$ cat config.mk
export PLATFORM = sky130hd
export DESIGN_NAME = luma_conv_arbiter
export DESIGN_NICKNAME = d
export VERILOG_FILES = /design/src/rtl/luma_conv_arbiter.sv
export SDC_FILE = /design/constraint.sdc
export NUM_CORES = 1
export LEC_CHECK = 0
export CAP_MARGIN = 10
export CORE_UTILIZATION = 41
export DETAILED_ROUTE_END_ITERATION = 8
export PLACE_DENSITY = 0.78
export SLEW_MARGIN = 0
export SYNTH_ARGS = -nofsm -noshare
export SYNTH_HDL_FRONTEND = slang
export SYNTH_SLANG_ARGS = --single-unit
$ cat constraint.sdc
create_clock -name clk_in -period 2.4 [get_ports clk_in]
set_input_delay 0.48 -clock clk_in [delete_from_list [all_inputs] [get_ports clk_in]]
set_output_delay 0.48 -clock clk_in [all_outputs]
set_load 0.01 [all_outputs]
$ cat src/rtl/luma_conv_arbiter.sv
// luma_conv_arbiter: round-robin share of one registered RGB->luma converter between NUM_REQ pixel sources.
// Latency: accept edge E0 -> result at FIFO head after edge E0+CONV_LAT+1 (FIFO empty), 1 pixel/clk sustained.
// Backpressure: grants stop once tag-pipe + FIFO occupancy reaches FIFO_DEPTH; only a pop frees credit.
// Optional stats: define LUMA_ARB_STATS_EN to add stall_count_out.

// Show-ahead result FIFO; head is presented combinationally, zero while empty.
module luma_conv_fifo #(
    parameter int WIDTH = 10,
    parameter int DEPTH = 4,
    parameter int CNT_W = $clog2(DEPTH + 1)
) (
    input  logic             clk_in,
    input  logic             rst_in,
    input  logic             push_vld,
    input  logic [WIDTH-1:0] push_dat,
    input  logic             pop_rdy,
    output logic             head_vld,
    output logic [WIDTH-1:0] head_dat,
    output logic [CNT_W-1:0] count
);
    localparam int PTR_W = (DEPTH > 1) ? $clog2(DEPTH) : 1;

    logic [WIDTH-1:0] mem [DEPTH];
    logic [PTR_W-1:0] wr_ptr;
    logic [PTR_W-1:0] rd_ptr;
    logic             do_push;
    logic             do_pop;

    function automatic logic [PTR_W-1:0] ptr_inc(input logic [PTR_W-1:0] p);
        return (p == PTR_W'(DEPTH - 1)) ? '0 : p + 1'b1;
    endfunction

    assign head_vld = (count != '0);
    assign do_pop   = head_vld & pop_rdy;
    // A push into a full FIFO is only taken when the head leaves in the same cycle.
    assign do_push  = push_vld & ((count != CNT_W'(DEPTH)) | do_pop);
    assign head_dat = head_vld ? mem[rd_ptr] : '0;

    // Storage array: written on push, no reset needed since the head is masked while empty.
    always_ff @(posedge clk_in) begin
        if (do_push) begin
            mem[wr_ptr] <= push_dat;
        end
    end

    // Pointers and occupancy; simultaneous push and pop leave count unchanged.
    always_ff @(posedge clk_in or posedge rst_in) begin
        if (rst_in) begin
            wr_ptr <= '0;
            rd_ptr <= '0;
            count  <= '0;
        end else begin
            if (do_push) begin
                wr_ptr <= ptr_inc(wr_ptr);
            end
            if (do_pop) begin
                rd_ptr <= ptr_inc(rd_ptr);
            end
            case ({do_push, do_pop})
                2'b10:   count <= count + 1'b1;
                2'b01:   count <= count - 1'b1;
                default: count <= count;
            endcase
        end
    end
endmodule

module luma_conv_arbiter #(
    parameter int NUM_REQ    = 4,
    parameter int ID_W       = $clog2(NUM_REQ),
    parameter int CONV_LAT   = 1,
    parameter int FIFO_DEPTH = CONV_LAT + 3
) (
    input  logic                   clk_in,
    input  logic                   rst_in,
    input  logic [NUM_REQ-1:0]     req_valid_in,
    input  logic [24*NUM_REQ-1:0]  req_rgb_in,
    output logic [NUM_REQ-1:0]     req_ready_out,
    output logic [7:0]             conv_r_out,
    output logic [7:0]             conv_g_out,
    output logic [7:0]             conv_b_out,
    input  logic [7:0]             conv_y_in,
    output logic                   y_valid_out,
    output logic [7:0]             y_out,
    output logic [ID_W-1:0]        y_id_out,
    input  logic                   y_ready_in
`ifdef LUMA_ARB_STATS_EN
    ,
    output logic [15:0]            stall_count_out
`endif
);
    localparam int CNT_W = $clog2(FIFO_DEPTH + 1);

    typedef struct packed {
        logic            vld;
        logic [ID_W-1:0] id;
    } tag_t;

    typedef struct packed {
        logic [ID_W-1:0] id;
        logic [7:0]      y;
    } res_t;

    tag_t [CONV_LAT:0]       tag_pipe;
    logic [ID_W-1:0]         rr_ptr;
    logic [CNT_W-1:0]        inflight;
    logic [CNT_W-1:0]        fifo_count;
    logic                    credit_ok;
    logic [2*NUM_REQ-1:0]    rot_vld;
    logic                    found;
    logic [ID_W:0]           id_sum;
    logic [ID_W-1:0]         grant_id;
    logic [NUM_REQ-1:0]      grant;
    logic                    hs_vld;
    logic [23:0]             sel_dat;
    res_t                    push_dat;
    res_t                    head_dat;
    logic                    head_vld;

    // Count live tags in the converter pipe; these already hold a FIFO slot.
    always_comb begin
        inflight = '0;
        for (int k = 0; k <= CONV_LAT; k++) begin
            inflight = inflight + CNT_W'(tag_pipe[k].vld);
        end
    end

    // Credit uses registered occupancy only, so a pop frees a slot one cycle later.
    assign credit_ok = ({1'b0, inflight} + {1'b0, fifo_count}) < (CNT_W + 1)'(FIFO_DEPTH);

    // Round-robin pick: rotate valids so the RR pointer sits at bit 0, take the lowest set bit.
    always_comb begin
        rot_vld  = {req_valid_in, req_valid_in} >> rr_ptr;
        found    = 1'b0;
        id_sum   = '0;
        grant_id = '0;
        for (int k = 0; k < NUM_REQ; k++) begin
            if (!found && rot_vld[k]) begin
                found  = 1'b1;
                id_sum = {1'b0, rr_ptr} + (ID_W + 1)'(k);
            end
        end
        if (id_sum >= (ID_W + 1)'(NUM_REQ)) begin
            id_sum = id_sum - (ID_W + 1)'(NUM_REQ);
        end
        grant_id = id_sum[ID_W-1:0];
        grant    = '0;
        if (found && credit_ok && !rst_in) begin
            grant = NUM_REQ'(1) << grant_id;
        end
    end

    assign req_ready_out = grant;
    assign hs_vld        = |grant;

    // Mux the granted requester's pixel.
    always_comb begin
        sel_dat = '0;
        for (int k = 0; k < NUM_REQ; k++) begin
            if (grant[k]) begin
                sel_dat = req_rgb_in[24*k +: 24];
            end
        end
    end

    // Register the winning pixel, advance the RR pointer past the winner, shift the tag pipe.
    always_ff @(posedge clk_in or posedge rst_in) begin
        if (rst_in) begin
            conv_r_out <= '0;
            conv_g_out <= '0;
            conv_b_out <= '0;
            rr_ptr     <= '0;
            tag_pipe   <= '0;
        end else begin
            tag_pipe[0] <= {hs_vld, grant_id};
            for (int k = 1; k <= CONV_LAT; k++) begin
                tag_pipe[k] <= tag_pipe[k-1];
            end
            if (hs_vld) begin
                conv_r_out <= sel_dat[23:16];
                conv_g_out <= sel_dat[15:8];
                conv_b_out <= sel_dat[7:0];
                rr_ptr     <= (grant_id == ID_W'(NUM_REQ - 1)) ? '0 : grant_id + 1'b1;
            end
        end
    end

    // The last tag stage lines up with the converter's registered luma.
    assign push_dat.id = tag_pipe[CONV_LAT].id;
    assign push_dat.y  = conv_y_in;

    luma_conv_fifo #(
        .WIDTH (ID_W + 8),
        .DEPTH (FIFO_DEPTH),
        .CNT_W (CNT_W)
    ) u_res_fifo (
        .clk_in   (clk_in),
        .rst_in   (rst_in),
        .push_vld (tag_pipe[CONV_LAT].vld),
        .push_dat (push_dat),
        .pop_rdy  (y_ready_in),
        .head_vld (head_vld),
        .head_dat (head_dat),
        .count    (fifo_count)
    );

    assign y_valid_out = head_vld;
    assign y_out       = head_dat.y;
    assign y_id_out    = head_dat.id;

`ifdef LUMA_ARB_STATS_EN
    logic [15:0] stall_cnt;

    // Saturating count of cycles where someone wants in but credit is exhausted.
    always_ff @(posedge clk_in or posedge rst_in) begin
        if (rst_in) begin
            stall_cnt <= '0;
        end else if ((|req_valid_in) && !hs_vld && (stall_cnt != 16'hFFFF)) begin
            stall_cnt <= stall_cnt + 1'b1;
        end
    end

    assign stall_count_out = stall_cnt;
`endif
endmodule

# Yosys cells after proc, flatten, opt, wreduce, memory -nomap -nowiden
# Memory sizes are Yosys's and may differ from the RTL's.
# Index checks and enable logic that the tools add are counted.
# Widths: inputs -> output; s select.
[classes]
shifts = 2
bitwise_logic = 3
n_reduce_logical = 12
addsub = 11
eq_ne = 6
magnitude_cmp = 2
mux = 21
[op_table]
columns = ["operator", "count"]
rows = [
  ["$mux 24", 4],
  ["$mux 10", 1],
  ["$mux 2", 5],
  ["$mux 3", 3],
  ["$eq 2x2->1 const B", 4],
  ["$shr 8x2->4", 1],
  ["$add 2x1->2 const B", 3],
  ["$add 2x2->3 const B", 2],
  ["$mux 1", 6],
  ["$pmux 3 s2", 1],
  ["$logic_and 1x1->1", 5],
  ["$add 2x3->4", 1],
  ["$logic_not 1->1", 4],
  ["$lt 4x3->1 const B", 1],
  ["$mux 4", 1],
  ["$reduce_or 4->1", 1],
  ["$shl 1x2->4 const A", 1],
  ["$add 2x1->3 const B", 1],
  ["$add 3x1->3 const B", 1],
  ["$ge 3x3->1 const B", 1],
  ["$ne 3x3->1 const B", 1],
  ["$reduce_bool 3->1", 1],
  ["$sub 3x1->3 const B", 1],
  ["$add 1x1->2", 1],
  ["other kinds (5)", 6],
]
[totals]
mem_count = 1
mem_bits_rw = 40
reg_bits = 39
[memory_table]
columns = ["name", "words", "width", "rd", "rd_clocked_by_memory_dff", "write_ports", "line", "text"]
rows = [
  ["u_res_fifo.mem", 4, 10, 1, 0, 1, "23", "logic [WIDTH-1:0] mem [DEPTH];"],
]

# Logic depth before layout (Yosys ltp)
# Gate-level depths: netlist of the first run.
[depth]
word_depth = 19
mapped_depth = 11

# Hierarchy
# Synthesis of the first run repeated with hierarchy kept, for this count alone.
[unflattened]
hier_cells = 301
hier_area_um2 = 4028.9
[modules_own_cells]
columns = ["mod", "cells_each", "seq_area_each_um2", "n_inst", "area_per_inst_um2"]
rows = [
  ["luma_conv_fifo", 118, 1376.3, 1, 2037.0],
  ["luma_conv_arbiter", 183, 800.8, 1, 1991.9],
]

# Worst setup path before layout of the first run
# Ideal clock, no wire load.
[synth_timing]
path_kind = "in2reg"
from = "input req_valid_in[2]"
to = "register conv_g_out[0]"
cell_stages = 10
arrival_time_ns = 2.456
t_required_ns = 2.277
setup_slack_ns = -0.179
n_path_buf = 2
path_cell_list = "mux2i_1 -> nor2_1 -> nor3_1 -> inv_1 -> ha_1 -> clkbuf_8 -> nor4_1 -> a2111oi_4 -> buf_6 -> o221a_2"
[synth_between]
elab_cells_between_ends = 27
[synth_lines]
columns = ["item", "line", "text"]
rows = [
  ["start, declared", "76", "input logic [NUM_REQ-1:0] req_valid_in,"],
  ["$shr 8x2->4 (*)", "133", "rot_vld = {req_valid_in, req_valid_in} >> rr_ptr;"],
  ["$mux 1", "138", "if (!found && rot_vld[k]) begin"],
  ["$logic_not 1->1", "138", ""],
  ["$logic_and 1x1->1", "138", ""],
  ["$mux 1", "138", ""],
  ["$logic_not 1->1", "138", ""],
  ["$logic_and 1x1->1", "138", ""],
  ["$mux 1", "138", ""],
  ["[2 not listed]", "n/a", ""],
  ["$mux 3 (*)", "138", ""],
  ["$ge 3x3->1 or $sub 2x1->2 (tied branches)", "143, 144", ""],
  ["$mux 2 (*)", "143", "if (id_sum >= (ID_W + 1)'(NUM_REQ)) begin"],
  ["via id_sum[0]", "111", "logic [ID_W:0] id_sum;"],
  ["$shl 1x2->4 (*)", "149", "grant = NUM_REQ'(1) << grant_id;"],
  ["$mux 4 (*)", "148", "if (found && credit_ok && !rst_in) begin"],
  ["$reduce_or 4->1 (*)", "154", "assign hs_vld = |grant;"],
  ["via hs_vld", "114", "logic hs_vld;"],
  ["end signal, assigned", "181", "conv_g_out <= sel_dat[15:8];"],
  ["end, declared", "80", "output logic [7:0] conv_g_out,"],
]
# The timed path passes the listed nets; every way through them passes the cells marked *.
# A chain may end at the register's enable or synchronous reset.

# Worst setup path in the final report of the first run
[layout_timing]
from = "register u_res_fifo.count[0]"
to = "output req_ready_out[3]"
[layout_between]
elab_chain_len = 5
[layout_lines]
columns = ["item", "line", "text"]
rows = [
  ["start, declared", "19", "output logic [CNT_W-1:0] count"],
  ["start signal, assigned", "60", "2'b10: count <= count + 1'b1;"],
  ["start signal, assigned", "61", "2'b01: count <= count - 1'b1;"],
  ["start signal, assigned", "62", "default: count <= count;"],
  ["$add 2x3->4", "129", "assign credit_ok = ({1'b0, inflight} + {1'b0, fifo_count}) < (CNT_W + 1)'(FIFO_DEPTH);"],
  ["$lt 4x3->1", "129", ""],
  ["$logic_and 1x1->1 (2 in a row)", "148", ""],
  ["$mux 4", "148", ""],
  ["end, declared", "78", "output logic [NUM_REQ-1:0] req_ready_out,"],
]
# Every way passes these cells.

==> results of run 1 <==
-- metal layers --
| layer | track usage (%) | vias up | share of wire [%] |
|---|---|---|---|
| met3 | 5.76 | 24 | 6.6 |
| met1 | 22.2 | 1698 | 38 |
| met5 | 0 | - | 0 |
| li1 | - | 1676 | - |
| met4 | 7.58 | 0 | 2.7 |
| met2 | 40.1 | 137 | 53 |
-- timing repair --
item / 4_1_cts / 5_1_grt
setup endpoints to repair: 41 / 37
pin swaps: 9 / 9
setup buffers: 10 / 5
gates resized for setup: 66 / 19
-- state kept, by name, indices dropped and copies added (netlist names) --
name,flops
conv_b_out,8
conv_g_out,8
conv_r_out,8
push_dat,2
rr_ptr,2
tag_pipe,4
u_res_fifo.count,3
u_res_fifo.mem,40
u_res_fifo.rd_ptr,2
u_res_fifo.wr_ptr,2
-- area by class of cell --
| class | instances | area, µm² | share of cell area, % |
|---|---|---|---|
| Tap cell | 133 | 166 | 2.61 |
| Timing Repair Buffer | 192 | 1850 | 29.0 |
| Inverter | 11 | 43.8 | 0.686 |
| Clock buffer | 9 | 124 | 1.94 |
| Sequential cell | 79 | 2180 | 34.1 |
| Clock inverter | 7 | 86.3 | 1.35 |
| Multi-Input combinational cell | 237 | 1930 | 30.3 |
-- synth_stat cells, types with 3 or more instances --
master	n
o221a_2	24
ha_1	10
nand4b_1	24
o21ai_0	5
nor3_1	3
inv_1	11
and2_1	17
buf_2	6
a21oi_1	32
clkbuf_1	17
nand3b_1	24
buf_6	3
nand2_1	55
mux4_2	10
dfrtp_1	39
edfxtp_1	40
nor2_1	7
-- metrics by stage --
stage | utilization [%] | TNS, ps | total power [mW] | instance area [µm²]
finish | 65.0 | -9.45 | 7.15 | 6380
CTS | 64.4 | -180 | 7.10 | 6320
global route | 65.0 | -194 | 7.58 | 6380
floorplan | - | 0 | 4.30 | 4170
global placement | 60.5 | -16340 | 5.79 | 5940
detailed placement | 60.5 | -19160 | 5.90 | 5940
-- path summary, 6_finish.rpt --
path | end | from | slack (ps) | cells after the start
max in group asynchronous | rr_ptr[1] | rst_in | 1400 | 3
setup reg to reg | conv_b_out[4] | rr_ptr[1] | 120 | 12
setup / recovery | req_ready_out[3] | u_res_fifo.count[0] | -9 | 8
hold / removal | push_dat[8] | tag_pipe[0] | 360 | 0
min in group asynchronous | conv_g_out[3] | rst_in | 640 | 3
hold reg to reg | push_dat[8] | tag_pipe[0] | 360 | 0
-- kinds of logic (layout without fill, tap and decap cells) --
| kind of cell | Yosys count | in the layout | share of synthesized area (%) |
|---|---|---|---|
| compound gates | 73 | 73 | 13.7 |
| xor+xnor | 2 | 2 | 0.422 |
| fa+ha+maj | 11 | 11 | 3.49 |
| buf+inv | 39 | 219 | 4.58 |
| flops | 79 | 79 | 52.4 |
| mux | 12 | 12 | 5.93 |
| simple gates | 139 | 139 | 19.5 |
-- report_power, final --
group / leakage, nW / internal (mW) / switching (mW) / total, mW
clock: 0.104 / 0.504 / 0.532 / 1.04
sequential: 0.814 / 1.88 / 0.282 / 2.16
combinational: 1.48 / 2.20 / 1.76 / 3.96
total: 2.39 / 4.59 / 2.57 / 7.15
-- worst max-delay path: cells and delay by family, from the launching register on --
family                     cells  cell delay [ps]
adders and majority gates      1              290
and+or+nand+nor                1               50
DFF                            1              390
AOI/OAI and AO/OA              2              460
buffers and inverters          4              400
==> key figures, run 1 <==
GRT
  – GRT overflow: 0
  – Number of global-route vias before repair: 3532
  – Global-route wire length before repair: 16700 µm
  – Antenna violations before repair: 0
  – Largest net degree at the start of global routing: 50
  – Total Routing Usage GR: 21.1%

Yosys
  – Synth Flop Type: edfxtp_1
  – Leading area contributor after synthesis: edfxtp_1
  – Count of flip-flops with a built-in enable after synthesis: 40
  – Synth area leaders: edfxtp_1 29%, dfrtp_1 23%, o221a_2 6.5%
  – Post-synth top area share: 28.9%
  – #FFs+latches synth: 79
  – Synth cell types: 40
  – Ys async rst share: 49.4%
  – Mean Syn Cell Area: 11.7 µm²
  – Sequential area share after synthesis: 52.4%
  – Syn Inst Count: 355
  – Synth Cell Area: 4160 µm²
  – Synth warn: 0
  – Mapped Nets: 477

CTS
  – Clock root cell: clkbuf_8
  – Clock transition at path regs: 90 ps
  – Total CTS buffers: 9
  – Number of H-tree levels: 3
  – Hold Buf Count CTS: 0
  – Clk buf depth: 2
  – Sink Count: 79
  – Worst-Skew Late Latency: 340 ps
  – CTS tree: done

Worst setup path
  – CP startpoint kind: flip-flop
  – Worst setup path class: reg -> out
  – Critical-path maximum fanout: 5
  – Crit-path most repeated cell: buf_6
  – Critical Path Max Stage Delay: 390 ps
  – Worst Setup End Kind: primary output
  – Cell Chain, Critical Path: ha_1 -> a21o_1 -> a211oi_4 -> buf_6 -> buf_6 -> nand2_4 -> inv_2 -> buf_6
  – Worst EP required: 1920 ps
  – Critical path data arrival time: 1930 ps
  – Slowest cell on crit path: dfrtp_1

Floorplanning
  – Core Area: 9820 µm²
  – Die Wd: 103 µm
  – Starting density of the core: 42.3%
  – Total die area: 10500 µm²
  – Std cell rows: 36
  – Ports: 150
  – Die height: 103 µm

Timing
  – WHS: 363 ps
  – Slew Limit Fails: 0
  – Relative slew slack: 63.4%
  – Final setup fails: 1
  – Min Tclk post-route: 2410 ps
  – F_max: 0.415 GHz
  – Clk_skew: 8.28 ps
  – Period Utilization, post-route: 100%
  – Hold Fails Final Rpt: 0
  – RSZ-0062 raised after global routing: true
  – Setup WS post-layout: -9.45 ps
  – Slew @ Worst Pin: 549 ps

Detailed routing
  – Pre-Repair DR Iteration Count: 4
  – Antenna Nets Post-Route: 0
  – First DRT Iteration DRCs: 142
  – Via density: 5.29
  – WL/cell: 16.8 µm
  – Remaining DRCs: 0
  – WL final: 11200 µm
  – Detailed-route via count: 3535

Layout
  – Layout Cells excl Fill: 668
  – Share of cells above drive strength 1: 24.7%
  – ANT cells: 0
  – Area Growth Syn to Fin: 53.7%
  – Nets@finish: 652
  – Leading cell type in the layout, fill and taps excluded: clkdlybuf4s50_1
  – Commonest cells after routing, fill and taps aside: 130 x clkdlybuf4s50_1, 54 x nand2_1, 40 x edfxtp_1
  – Fill cells: 807

Job
  – Max Cap Viol: 0

Place
  – Placed cell count: 637
  – HPWL Detailed: 8070 µm
  – Number of buffers added on ports: 149
  – Place WS: -666 ps
  – Gpl congestion: 0.813

Status
  – Failing checks: negative setup slack
  – Outcome: complete, but fails checks

Power and ir drop
  – Leakage Power: 2.39 nW
  – IR drop worst, VDD: 0.000504 V
  – Power Density: 1120 nW/µm²

Worst hold path
  – Worst hold path type: reg -> reg
Note: power is estimated with default switching activity, not from simulation.
==> inputs of run 2 (changes only) <==
==> constraint.sdc (replaced) <==
create_clock -name clk_in -period 2.4 [get_ports clk_in]
set_input_delay 0.36 -clock clk_in [delete_from_list [all_inputs] [get_ports clk_in]]
set_output_delay 0.36 -clock clk_in [all_outputs]
set_load 0.01 [all_outputs]
==> run 2 against run 1 <==
Effect of this change: the flow now finishes without violations; sequential power barely moved; die area stayed put; clock skew grew 5.3 ps; flip-flop and latch count did not move; critical endpoint is now y_out[4]; via count is 1.7% lower; sequential share of layout area down 0.16 points; core utilization rose by 0.27 points; critical path type unchanged; largest power group unchanged; non-clock buffer count is 1 higher; largest cell class unchanged; cell count up 0.15%; clock-buffer cell count unchanged.
==> key figures, run 2 (synthesis results as in run 1) <==
Status
  – Outcome: finished clean

Layout
  – Commonest cells after routing, fill and taps aside: 134 x clkdlybuf4s50_1, 55 x nand2_1, 40 x edfxtp_1
  – ANT cells: 0
  – Number of flip-flops under the largest register name: 40
  – Share of cells above drive strength 1: 21.8%
  – Storage cell area: 2180 µm²
  – Leading cell type in the layout, fill and taps excluded: clkdlybuf4s50_1
  – Multi-input logic area: 1930 µm²
  – Area Growth Syn to Fin: 54.3%
  – Fill cells: 786
  – Biggest register: u_res_fifo.mem
  – Nets@finish: 653
  – Finished layout cell area: 6410 µm²

GRT
  – Antenna violations before repair: 0
  – Number of global-route vias before repair: 3390
  – Total Routing Usage GR: 20.2%
  – Global-route wire length before repair: 16100 µm
  – GRT overflow: 0
  – Largest net degree at the start of global routing: 43

CTS
  – CTS tree: done
  – Worst-Skew Late Latency: 350 ps
  – Clk buf depth: 2
  – Number of H-tree levels: 3
  – Hold Buf Count CTS: 0
  – Clock root cell: clkbuf_8
  – Total CTS buffers: 9
  – Sink Count: 79
  – Clock transition at path regs: 90 ps

Worst setup path
  – Cell Chain, Critical Path: buf_6 -> mux4_2 -> and2_1 -> clkdlybuf4s50_1
  – CP startpoint kind: flip-flop
  – R2r setup slk: 110 ps
  – Worst setup path class: reg -> out
  – Critical Path Max Stage Delay: 470 ps
  – Critical-path maximum fanout: 5
  – WP buf/inv: 2
  – Critical path data arrival time: 1990 ps
  – Worst EP required: 2040 ps
  – CP top delay family: buffers and inverters
  – Worst Setup End Kind: primary output
  – Slowest cell on crit path: mux4_2

Place
  – HPWL Detailed: 7970 µm
  – Gpl congestion: 0.791
  – DP Area: 5990 µm²
  – Place WS: -470 ps
  – Number of buffers added on ports: 149

Timing
  – Final setup fails: 0
  – F_max: 0.425 GHz
  – Slew @ Worst Pin: 579 ps
  – Relative slew slack: 61.4%
  – RSZ-0062 raised after global routing: true
  – Slew Limit Fails: 0
  – Min Tclk post-route: 2350 ps
  – Hold Fails Final Rpt: 0
  – Clk_skew: 13.5 ps
  – Setup WS post-layout: 49.0 ps
  – Period Utilization, post-route: 98.0%

Detailed routing
  – WL final: 11000 µm
  – WL/cell: 16.5 µm
  – Remaining DRCs: 0
  – Via density: 5.19
  – Pre-Repair DR Iteration Count: 4
  – Detailed-route via count: 3474
  – Antenna Nets Post-Route: 0
  – First DRT Iteration DRCs: 91

Floorplanning
  – Die height: 103 µm
  – Die Wd: 103 µm
  – Total die area: 10500 µm²
  – Starting density of the core: 42.3%
  – Ports: 150
  – Core Area: 9820 µm²
  – Std cell rows: 36

Power and ir drop
  – Leakage Power: 2.46 nW
  – Power Density: 1130 nW/µm²
  – Total Power: 7.23 mW
  – IR drop worst, VDD: 0.000576 V

Job
  – Max Cap Viol: 0

Worst hold path
  – Worst hold path type: in -> async
==> run 2: changes by cell type in the layout (fill, tap and decap cells not counted), moves of 3 or more <==
| cell | before | now |
|---|---|---|
| a21oi_1 | 29 | 32 |
| buf_6 | 9 | 6 |
| clkdlybuf4s50_1 | 130 | 134 |
| dlygate4sd2_1 | 9 | 5 |
| dlymetal6s2s_1 | 1 | 6 |
| inv_1 | 8 | 11 |
| o221a_2 | 24 | 15 |
| o221a_4 | 0 | 9 |
==> run 2: path summary, 6_finish.rpt <==
| check | startpoint | depth (start not counted) | end |
|---|---|---|---|
| worst max-delay path | u_res_fifo.rd_ptr[0] | 4 | y_out[4] |
| worst min-delay path | rst_in | 2 | u_res_fifo.count[1] |
| worst max register to register | rr_ptr[1] | 10 | conv_g_out[2] |
| worst min register to register | tag_pipe[0] | 0 | push_dat[8] |
| max in group asynchronous | rst_in | 3 | u_res_fifo.rd_ptr[1] |
| min in group clk_in | tag_pipe[0] | 0 | push_dat[8] |
==> run 2: cell type report <==
type                    count  share of cell area (%)
flip-flops and latches     79                    34.0
multi-input cells         237                    30.1
repair buffers            193                    29.4
well taps                 133                    2.60
clock buffers               9                    1.93
clock inverters             7                    1.35
inverters                  11                   0.644
==> run 2: worst reg2reg max path, stage by stage, from the launching register on <==
cell	delay, ps
dfrtp_1	420
mux2i_1	230
nor2_1	70
nor3_2	200
buf_4	160
ha_2	200
nor4_2	50
buf_4	130
a2111oi_4	340
buf_12	230
o221a_4	200
==> run 2: what timing repair did <==
action / in CTS / in global routing
endpoints found under the setup margin: 41 / 38
gates resized for setup: 22 / 29
setup buffers: 7 / 4
pin swaps: 4 / 3
==> run 2: where the power goes <==
group	total [mW]	internal (mW)	switching, mW
logic	4.02	2.29	1.73
registers	2.18	1.88	0.298
clock network	1.04	0.504	0.531
total	7.23	4.67	2.56
==> run 2: per-layer routing <==
layer / share of wire (%) / routed length, µm / track usage, %
met5: 0 / 0 / 0
met4: 2.0 / 222 / 6.37
met3: 6.2 / 681 / 6.24
met2: 54 / 5970 / 37.9
met1: 38 / 4150 / 21.5
==> run 2: stage by stage <==
step | instances | setup TNS (ps) | hold WS [ps] | util (%)
after global placement | 642 | -11810 | 334 | 61.0
after detailed placement | 642 | -13320 | 343 | 61.0
final | 669 | 0 | 298 | 65.3
after floorplan | 355 | 0 | 331 | -
after global routing | 669 | -337 | 331 | 65.3
after CTS | 665 | 0 | 298 | 63.8
